<file path="src/rtl/lsu32_if.sv">
// lsu32_if: request, memory-bus and response signals of the lsu32 load/store unit.
// master is the unit itself; slave is the execute/memory/writeback side.
interface lsu32_if;
  logic        req_valid;
  logic        req_ready;
  logic [31:0] req_addr;
  logic [31:0] req_wdata;
  logic [2:0]  req_funct3;
  logic        req_store;
  logic [4:0]  req_rd;

  logic [31:0] mem_addr;
  logic [31:0] mem_wdata;
  logic [3:0]  mem_wstrb;
  logic        mem_rd;
  logic        mem_wr;
  logic        mem_ready;
  logic [31:0] mem_rdata;

  logic        resp_valid;
  logic [31:0] resp_data;
  logic [4:0]  resp_rd;
  logic        resp_err;

  modport master (
    input  req_valid, req_addr, req_wdata, req_funct3, req_store, req_rd,
    input  mem_ready, mem_rdata,
    output req_ready, mem_addr, mem_wdata, mem_wstrb, mem_rd, mem_wr,
    output resp_valid, resp_data, resp_rd, resp_err
  );

  modport slave (
    output req_valid, req_addr, req_wdata, req_funct3, req_store, req_rd,
    output mem_ready, mem_rdata,
    input  req_ready, mem_addr, mem_wdata, mem_wstrb, mem_rd, mem_wr,
    input  resp_valid, resp_data, resp_rd, resp_err
  );
endinterface

</file>
<file path="src/rtl/lsu32.sv">
// lsu32: RV32I memory-stage load/store unit on a ready-handshake data bus.
// Define LSU_MISALIGN_TRAP_EN to trap misaligned H/W accesses instead of truncating the address.
//
// state | meaning
// IDLE  | accepting a request (req_ready high)
// BUS   | read/write strobe held, waiting for mem_ready or timeout
// RESP  | one-cycle completion pulse to writeback
module lsu32 #(
  parameter int unsigned TIMEOUT_CYCLES = 255
) (
  input  logic    clk,
  input  logic    reset,
  lsu32_if.master bus
);

  typedef enum logic [1:0] {IDLE, BUS, RESP} state_t;

  localparam logic [7:0] TC_LAST = 8'(TIMEOUT_CYCLES - 1);

  state_t      state, state_nxt;
  logic [1:0]  addr_lo_q;
  logic [2:0]  funct3_q;
  logic        store_q;
  logic [4:0]  rd_q;
  logic [7:0]  tcnt;

  logic [31:0] mem_addr_q;
  logic [31:0] mem_wdata_q;
  logic [3:0]  mem_wstrb_q;

  logic [31:0] resp_data_q;
  logic [4:0]  resp_rd_q;
  logic        resp_err_q;

  logic [31:0] lane_wdata;
  logic [3:0]  lane_wstrb;
  logic [7:0]  ld_byte;
  logic [15:0] ld_half;
  logic [31:0] ld_ext;
  logic        misalign;
  logic        timeout;

`ifdef LSU_MISALIGN_TRAP_EN
  // funct3[1] set selects a word access (W and the reserved encodings)
  assign misalign = ((bus.req_funct3[1:0] == 2'b01) && bus.req_addr[0]) ||
                    (bus.req_funct3[1] && (bus.req_addr[1:0] != 2'b00));
`else
  assign misalign = 1'b0;
`endif

  assign timeout = (tcnt == TC_LAST);

  always_comb begin
    lane_wdata = bus.req_wdata;
    lane_wstrb = 4'b1111;
    case (bus.req_funct3[1:0])
      2'b00: begin
        lane_wdata = {4{bus.req_wdata[7:0]}};
        lane_wstrb = 4'b0001 << bus.req_addr[1:0];
      end
      2'b01: begin
        lane_wdata = {2{bus.req_wdata[15:0]}};
        lane_wstrb = 4'b0011 << {bus.req_addr[1], 1'b0};
      end
      default: ;
    endcase
  end

  always_comb begin
    ld_byte = bus.mem_rdata[7:0];
    case (addr_lo_q)
      2'd1:    ld_byte = bus.mem_rdata[15:8];
      2'd2:    ld_byte = bus.mem_rdata[23:16];
      2'd3:    ld_byte = bus.mem_rdata[31:24];
      default: ld_byte = bus.mem_rdata[7:0];
    endcase
    ld_half = addr_lo_q[1] ? bus.mem_rdata[31:16] : bus.mem_rdata[15:0];
    ld_ext  = bus.mem_rdata;
    case (funct3_q[1:0])
      2'b00:   ld_ext = funct3_q[2] ? {24'h000000, ld_byte} : {{24{ld_byte[7]}}, ld_byte};
      2'b01:   ld_ext = funct3_q[2] ? {16'h0000, ld_half} : {{16{ld_half[15]}}, ld_half};
      default: ld_ext = bus.mem_rdata;
    endcase
  end

  always_comb begin
    state_nxt = state;
    case (state)
      IDLE:    if (bus.req_valid) state_nxt = misalign ? RESP : BUS;
      BUS:     if (bus.mem_ready || timeout) state_nxt = RESP;
      RESP:    state_nxt = IDLE;
      default: state_nxt = IDLE;
    endcase
  end

  always_ff @(posedge clk or posedge reset) begin
    if (reset) begin
      state       <= IDLE;
      addr_lo_q   <= 2'b00;
      funct3_q    <= 3'b000;
      store_q     <= 1'b0;
      rd_q        <= 5'd0;
      tcnt        <= 8'd0;
      mem_addr_q  <= 32'h0;
      mem_wdata_q <= 32'h0;
      mem_wstrb_q <= 4'b0000;
      resp_data_q <= 32'h0;
      resp_rd_q   <= 5'd0;
      resp_err_q  <= 1'b0;
    end else begin
      state <= state_nxt;
      case (state)
        IDLE: begin
          if (bus.req_valid) begin
            addr_lo_q <= bus.req_addr[1:0];
            funct3_q  <= bus.req_funct3;
            store_q   <= bus.req_store;
            rd_q      <= bus.req_rd;
            tcnt      <= 8'd0;
            if (misalign) begin
              resp_data_q <= 32'h0;
              resp_rd_q   <= bus.req_store ? 5'd0 : bus.req_rd;
              resp_err_q  <= 1'b1;
            end else begin
              mem_addr_q  <= {bus.req_addr[31:2], 2'b00};
              mem_wdata_q <= lane_wdata;
              mem_wstrb_q <= lane_wstrb;
            end
          end
        end
        BUS: begin
          // a completing mem_ready wins over a timeout in the same cycle
          if (bus.mem_ready) begin
            resp_data_q <= store_q ? 32'h0 : ld_ext;
            resp_rd_q   <= store_q ? 5'd0 : rd_q;
            resp_err_q  <= 1'b0;
          end else if (timeout) begin
            resp_data_q <= 32'h0;
            resp_rd_q   <= store_q ? 5'd0 : rd_q;
            resp_err_q  <= 1'b1;
          end else if (tcnt != 8'hFF) begin
            tcnt <= tcnt + 8'd1;
          end
        end
        RESP: begin
          resp_data_q <= 32'h0;
          resp_rd_q   <= 5'd0;
          resp_err_q  <= 1'b0;
        end
        default: ;
      endcase
    end
  end

  // strobes decode from state so an asynchronous reset drops them at once
  assign bus.req_ready  = (state == IDLE);
  assign bus.mem_rd     = (state == BUS) && !store_q;
  assign bus.mem_wr     = (state == BUS) && store_q;
  assign bus.mem_addr   = mem_addr_q;
  assign bus.mem_wdata  = mem_wdata_q;
  assign bus.mem_wstrb  = bus.mem_wr ? mem_wstrb_q : 4'b0000;
  assign bus.resp_valid = (state == RESP);
  assign bus.resp_data  = resp_data_q;
  assign bus.resp_rd    = resp_rd_q;
  assign bus.resp_err   = resp_err_q;

endmodule

</file>
<file path="src/flat_wrapper.sv">
// flat-port wrapper written by rule: the top's interface ports become plain ports
module lsu32_flat 
#(
  parameter int unsigned TIMEOUT_CYCLES = 255
)
  (clk, reset, bus_req_valid, bus_req_addr, bus_req_wdata, bus_req_funct3, bus_req_store, bus_req_rd, bus_mem_ready, bus_mem_rdata, bus_req_ready, bus_mem_addr, bus_mem_wdata, bus_mem_wstrb, bus_mem_rd, bus_mem_wr, bus_resp_valid, bus_resp_data, bus_resp_rd, bus_resp_err);
  lsu32_if bus_i ();
  input  logic clk;
  input  logic reset;
  input wire logic [$bits(bus_i.req_valid)-1:0] bus_req_valid;
  input wire logic [$bits(bus_i.req_addr)-1:0] bus_req_addr;
  input wire logic [$bits(bus_i.req_wdata)-1:0] bus_req_wdata;
  input wire logic [$bits(bus_i.req_funct3)-1:0] bus_req_funct3;
  input wire logic [$bits(bus_i.req_store)-1:0] bus_req_store;
  input wire logic [$bits(bus_i.req_rd)-1:0] bus_req_rd;
  input wire logic [$bits(bus_i.mem_ready)-1:0] bus_mem_ready;
  input wire logic [$bits(bus_i.mem_rdata)-1:0] bus_mem_rdata;
  output wire logic [$bits(bus_i.req_ready)-1:0] bus_req_ready;
  output wire logic [$bits(bus_i.mem_addr)-1:0] bus_mem_addr;
  output wire logic [$bits(bus_i.mem_wdata)-1:0] bus_mem_wdata;
  output wire logic [$bits(bus_i.mem_wstrb)-1:0] bus_mem_wstrb;
  output wire logic [$bits(bus_i.mem_rd)-1:0] bus_mem_rd;
  output wire logic [$bits(bus_i.mem_wr)-1:0] bus_mem_wr;
  output wire logic [$bits(bus_i.resp_valid)-1:0] bus_resp_valid;
  output wire logic [$bits(bus_i.resp_data)-1:0] bus_resp_data;
  output wire logic [$bits(bus_i.resp_rd)-1:0] bus_resp_rd;
  output wire logic [$bits(bus_i.resp_err)-1:0] bus_resp_err;
  assign bus_i.req_valid = bus_req_valid;
  assign bus_i.req_addr = bus_req_addr;
  assign bus_i.req_wdata = bus_req_wdata;
  assign bus_i.req_funct3 = bus_req_funct3;
  assign bus_i.req_store = bus_req_store;
  assign bus_i.req_rd = bus_req_rd;
  assign bus_i.mem_ready = bus_mem_ready;
  assign bus_i.mem_rdata = bus_mem_rdata;
  assign bus_req_ready = bus_i.req_ready;
  assign bus_mem_addr = bus_i.mem_addr;
  assign bus_mem_wdata = bus_i.mem_wdata;
  assign bus_mem_wstrb = bus_i.mem_wstrb;
  assign bus_mem_rd = bus_i.mem_rd;
  assign bus_mem_wr = bus_i.mem_wr;
  assign bus_resp_valid = bus_i.resp_valid;
  assign bus_resp_data = bus_i.resp_data;
  assign bus_resp_rd = bus_i.resp_rd;
  assign bus_resp_err = bus_i.resp_err;
  lsu32 #(.TIMEOUT_CYCLES(TIMEOUT_CYCLES)) u_core (.clk(clk), .reset(reset), .bus(bus_i));
endmodule
</file>
<file path="config.mk">
export PLATFORM = sky130hd
export DESIGN_NAME = lsu32_flat
export DESIGN_NICKNAME = d
export VERILOG_FILES = /design/src/rtl/lsu32_if.sv /design/src/rtl/lsu32.sv /design/src/flat_wrapper.sv
export SDC_FILE = /design/constraint.sdc
export NUM_CORES = 1
export LEC_CHECK = 0
export BUFFER_PORTS_ARGS = -buffer_cell sky130_fd_sc_hd__buf_2
export CORE_UTILIZATION = 49
export CTS_CLUSTER_SIZE = 12
export DETAILED_ROUTE_END_ITERATION = 16
export PLACE_DENSITY = 0.83
export SYNTH_ARGS = -nofsm -noshare
export SYNTH_HDL_FRONTEND = slang
export SYNTH_SLANG_ARGS = --single-unit
</file>
<file path="constraint.sdc">
create_clock -name clk -period 4.3 [get_ports clk]
set_input_delay 0.645 -clock clk [delete_from_list [all_inputs] [get_ports clk]]
set_output_delay 0.645 -clock clk [all_outputs]
set_load 0.005 [all_outputs]
</file>
==> impl_summary.log <==
INFO  metric rr_startpoint = u_core.addr_lo_q[1]
INFO  metric clkLatencyLatePin = 0.42 ns
INFO  metric antenna_violations_before_repair = 0
INFO  metric yosys_warnings = 0
INFO  metric gp_routability_congestion = 0.9169
INFO  metric netSwitchingPower = 0.001851 W
INFO  metric result_of_the_run = finished clean
INFO  metric worst_slew_margin_rel = 0.2696
INFO  metric chipHeight = 110.6 um
INFO  metric clock_input_transition_at_the_sequential_cells_of_the_worst_setup_and_hold_paths = 0.06 ns
INFO  metric avgRoutedWirePerCell = between 15 and 20 um
INFO  metric fin_tns_setup = 0 ns
INFO  metric synth_top_cells_by_area = sky130_fd_sc_hd__dfrtp_1 54%, sky130_fd_sc_hd__mux2_2 11%, sky130_fd_sc_hd__mux2i_1 5.5%
INFO  metric finish.instance_area = between 0.007 and 0.008 sq mm
INFO  metric die_width = 110.6 um
INFO  metric criticalPathCategory = reg -> reg
INFO  metric post_drt_via_cell_ratio = between 5 and 6
INFO  metric core-area = roughly 0.011 sq mm
INFO  metric setup_viol = 0
INFO  metric post_synth_instance_area = 0.005782 sq mm
INFO  metric holdCritPathClass = in -> async
INFO  metric floorplan.io_pins = 219
INFO  metric combinationalPowerShare = 0.348
INFO  metric layout.nets = ~850
INFO  metric cts_buffers = 17
INFO  metric grt-ovfl-total = 0
INFO  metric drcViolationCount = 0
INFO  metric area_growth = 30.02%
INFO  metric crit_chain = mux2i_1 > o21bai_1 > a21oi_1 > o21ai_1 > o21ai_0
INFO  metric switching_share = 0.3422
INFO  metric number_of_distinct_library_cells_after_synthesis = 47
INFO  metric clock_tree.buffer_depth = 2
INFO  metric cts_tree = done
INFO  metric reg2reg_depth = 5
INFO  metric cts-htree-levels = 4
INFO  metric worst-endpoint-arrival = 3.00 ns
INFO  metric antenna_left = 0
INFO  metric grt_setup_unrepaired = false
INFO  metric timing.final.hold_violations = 0
INFO  metric placedInstanceArea = 0.006924 sq mm
INFO  metric synth-async-reset-ratio = 1.000
INFO  metric initial_utilization = 0.5042
INFO  metric post-route-min-period = 2.753 ns
INFO  metric cts_root_buffer = sky130_fd_sc_hd__clkbuf_16
INFO  metric crit_slowest_cell = sky130_fd_sc_hd__dfrtp_1
INFO  metric dp_hpwl = 11.04 mm
INFO  metric yosys_top_cell_area_share = 0.5410
INFO  metric postCtsSetupBuffers = 0
INFO  metric end_kind = flop
INFO  metric worst_path_dominant_cell_family = compound AO/OA/AOI/OAI gates
INFO  metric drt_pass_1_iters = 5
INFO  metric critical_path.max_stage_delay = 0.98 ns
INFO  metric initialDrtViolationCount = 344
INFO  metric critical_path.reg2reg.endpoint = u_core.bus.resp_data[20]
INFO  metric power_leakage = 3.806 nW
INFO  metric port_buffer_count = 216
INFO  metric drt-total-wl = 15.23 mm
INFO  metric vias_in_the_first_global_route = 4965
INFO  metric postSynth.topFlopCell = sky130_fd_sc_hd__dfrtp_1
INFO  metric cp_data_required_time = between 4 and 5 ns
INFO  metric ys_seq_area_frac = 0.5410
INFO  metric start_kind = flop
INFO  metric power_density = 719.5 mW/mm^2
INFO  metric dr_total_vias = approximately 5k
INFO  metric groute.usage.overall = 0.2627
INFO  metric synth_edf_count = 0
INFO  metric int_power = 0.003558 W
INFO  metric p_clk_frac = 0.266
INFO  metric crit_buf_inv = 0
INFO  metric synth_instances = 536
INFO  metric min_period_over_period = 0.6402
INFO  metric die-area = 0.01224 sq mm
INFO  metric clock.fmax = 363.3 MHz
INFO  metric regToRegSetupSlack = 1.55 ns
INFO  metric numClockSinks = ~130
INFO  metric synth_most_common_cell = sky130_fd_sc_hd__dfrtp_1
INFO  metric fp_rows = 39
INFO  metric cts-resized-gates = 0
INFO  metric ir_drop = about 0.00051 V
INFO  metric worst_pin_slew = 1.096 ns
INFO  metric first_pass_grt_wire_length = 24.90 mm
INFO  metric ctsHoldBuffers = 0
INFO  metric timing.critical_path.fanout_max = 27
INFO  metric power_frac_seq = 0.386
INFO  metric fin_skew = 0.003703 ns
INFO  metric number_of_max_cap_violations = 0
INFO  metric synth.top_cells.by_count = 125 x sky130_fd_sc_hd__dfrtp_1, 74 x sky130_fd_sc_hd__nand2_1, 56 x sky130_fd_sc_hd__mux2_2
INFO  metric grt_start_max_net_pins = 108
INFO  metric post_route_cells_drive_above_1_share = 0.4168
INFO  metric report.final.slew_viol_count = 0
INFO  metric synth.ff_latch_count = 125
INFO  metric syn_avg_cell_area = 10.79 sq um
INFO  metric library_cell_occupying_the_most_area_in_the_post_synthesis_netlist = sky130_fd_sc_hd__dfrtp_1
## registers in the layout (all words and copies together), names as in the netlist
register and flops:
u_core.bus.mem_wdata 32, u_core.bus.resp_data 32, u_core.bus.mem_addr 30, u_core.tcnt 8
u_core.bus.resp_rd 5, u_core.rd_q 5, u_core.mem_wstrb_q 4, u_core.funct3_q 3
u_core.addr_lo_q 2, u_core.state 2, u_core.bus.resp_err 1, u_core.store_q 1
## cell families (layout without fill, tap and decap cells)
| family | Yosys count | in the layout | share of synthesized area |
|---|---|---|---|
| AO/OA/AOI/OAI | 111 | 111 | 0.1136 |
| XOR/XNOR | 5 | 5 | 0.007574 |
| adder cells (fa/ha/maj) | 5 | 5 | 0.01082 |
| buffers and inverters | 43 | 257 | 0.03203 |
| flip-flops | 125 | 125 | 0.5410 |
| multiplexers | 89 | 89 | 0.1664 |
| other | 1 | 3 | 0.0006486 |
| AND/OR/NAND/NOR | 157 | 157 | 0.1279 |
## placed cells by master (no fill, tap or decap), drive strengths merged, types with 2 or more instances in the layout
cell type	netlist	layout
o2111ai	6	6
and2	2	2
a221o	6	6
ha	5	5
conb	1	2
o21ai	55	55
nand3	3	3
bufinv	0	3
and3	7	7
clkbuf	20	19
nand2	74	74
clkinv	0	7
nand4	4	4
nor2b	19	19
a31o	2	2
mux2i	32	32
clkinvlp	0	3
nor3b	6	6
buf	16	218
nor2	28	28
a21oi	29	29
nand2b	8	8
dfrtp	125	125
mux2	57	57
or2	2	2
inv	7	7
xnor2	5	5
## worst register-to-register path, stage by stage, from the launching register on
cell and delay, ns:
sky130_fd_sc_hd__dfrtp_1 0.98, sky130_fd_sc_hd__mux2i_1 0.32, sky130_fd_sc_hd__o21bai_1 0.16, sky130_fd_sc_hd__a21oi_1 0.08, sky130_fd_sc_hd__o21ai_1 0.80, sky130_fd_sc_hd__o21ai_0 0.24
## worst max-delay path by stage
| stage | cells after the start | slack, ns | end | startpoint |
|---|---|---|---|---|
| after floorplan | 1 | 0.33 | u_core.addr_lo_q[0] | reset |
| after global placement | 5 | 1.77 | u_core.bus.resp_data[23] | u_core.addr_lo_q[1] |
| after detailed placement | 5 | 1.57 | u_core.bus.resp_data[20] | u_core.addr_lo_q[1] |
| after CTS | 5 | 1.56 | u_core.bus.resp_data[20] | u_core.addr_lo_q[1] |
| after global routing | 5 | 1.25 | u_core.bus.resp_data[20] | u_core.addr_lo_q[1] |
| final | 5 | 1.55 | u_core.bus.resp_data[20] | u_core.addr_lo_q[1] |
## area by class of cell
class / count / area, sq um
multi-input cells: 369 / 2480
clock inverters: 13 / 147.6
inverters: 7 / 28.78
fillers: 913 / 3950
well taps: 143 / 178.9
repair buffers: 218 / 1109
flip-flops and latches: 125 / 3128
diodes: 1 / 2.502
clock buffers: 19 / 442.9
## per-stage QoR
step | hold WS (ns) | setup WS (ns) | total power (W) | instances | utilization
after floorplan | 0.4429 | 0.3274 | 0.003185 | 537 | -
after CTS | 0.3886 | 1.564 | 0.005449 | 894 | 0.6553
after global routing | 0.4303 | 1.248 | 0.005759 | 894 | 0.6553
after global placement | 0.4568 | 1.771 | 0.003873 | 862 | 0.6038
final | 0.3624 | 1.547 | 0.005409 | 895 | 0.6555
after detailed placement | 0.4651 | 1.574 | 0.003987 | 862 | 0.6038
## power by group through the flow
stage                     clock [W]  combinational (W)  sequential, W
final                       0.00144            0.00188        0.00209
after global routing        0.00151            0.00209        0.00216
after CTS                   0.00146            0.00190        0.00209
after detailed placement          0            0.00189        0.00209
after global placement            0            0.00182        0.00205
after floorplan                   0            0.00116        0.00203
## routing by layer
metal  wire length [um]  up-vias  global-route usage
met5                  0        -                   0
met4                325        0              0.1120
met3               1203       24             0.08672
met2               7739      228              0.4464
met1               5959     2344              0.3029
li1                   -     2270                   -
Power figures use the tool's default switching activity.
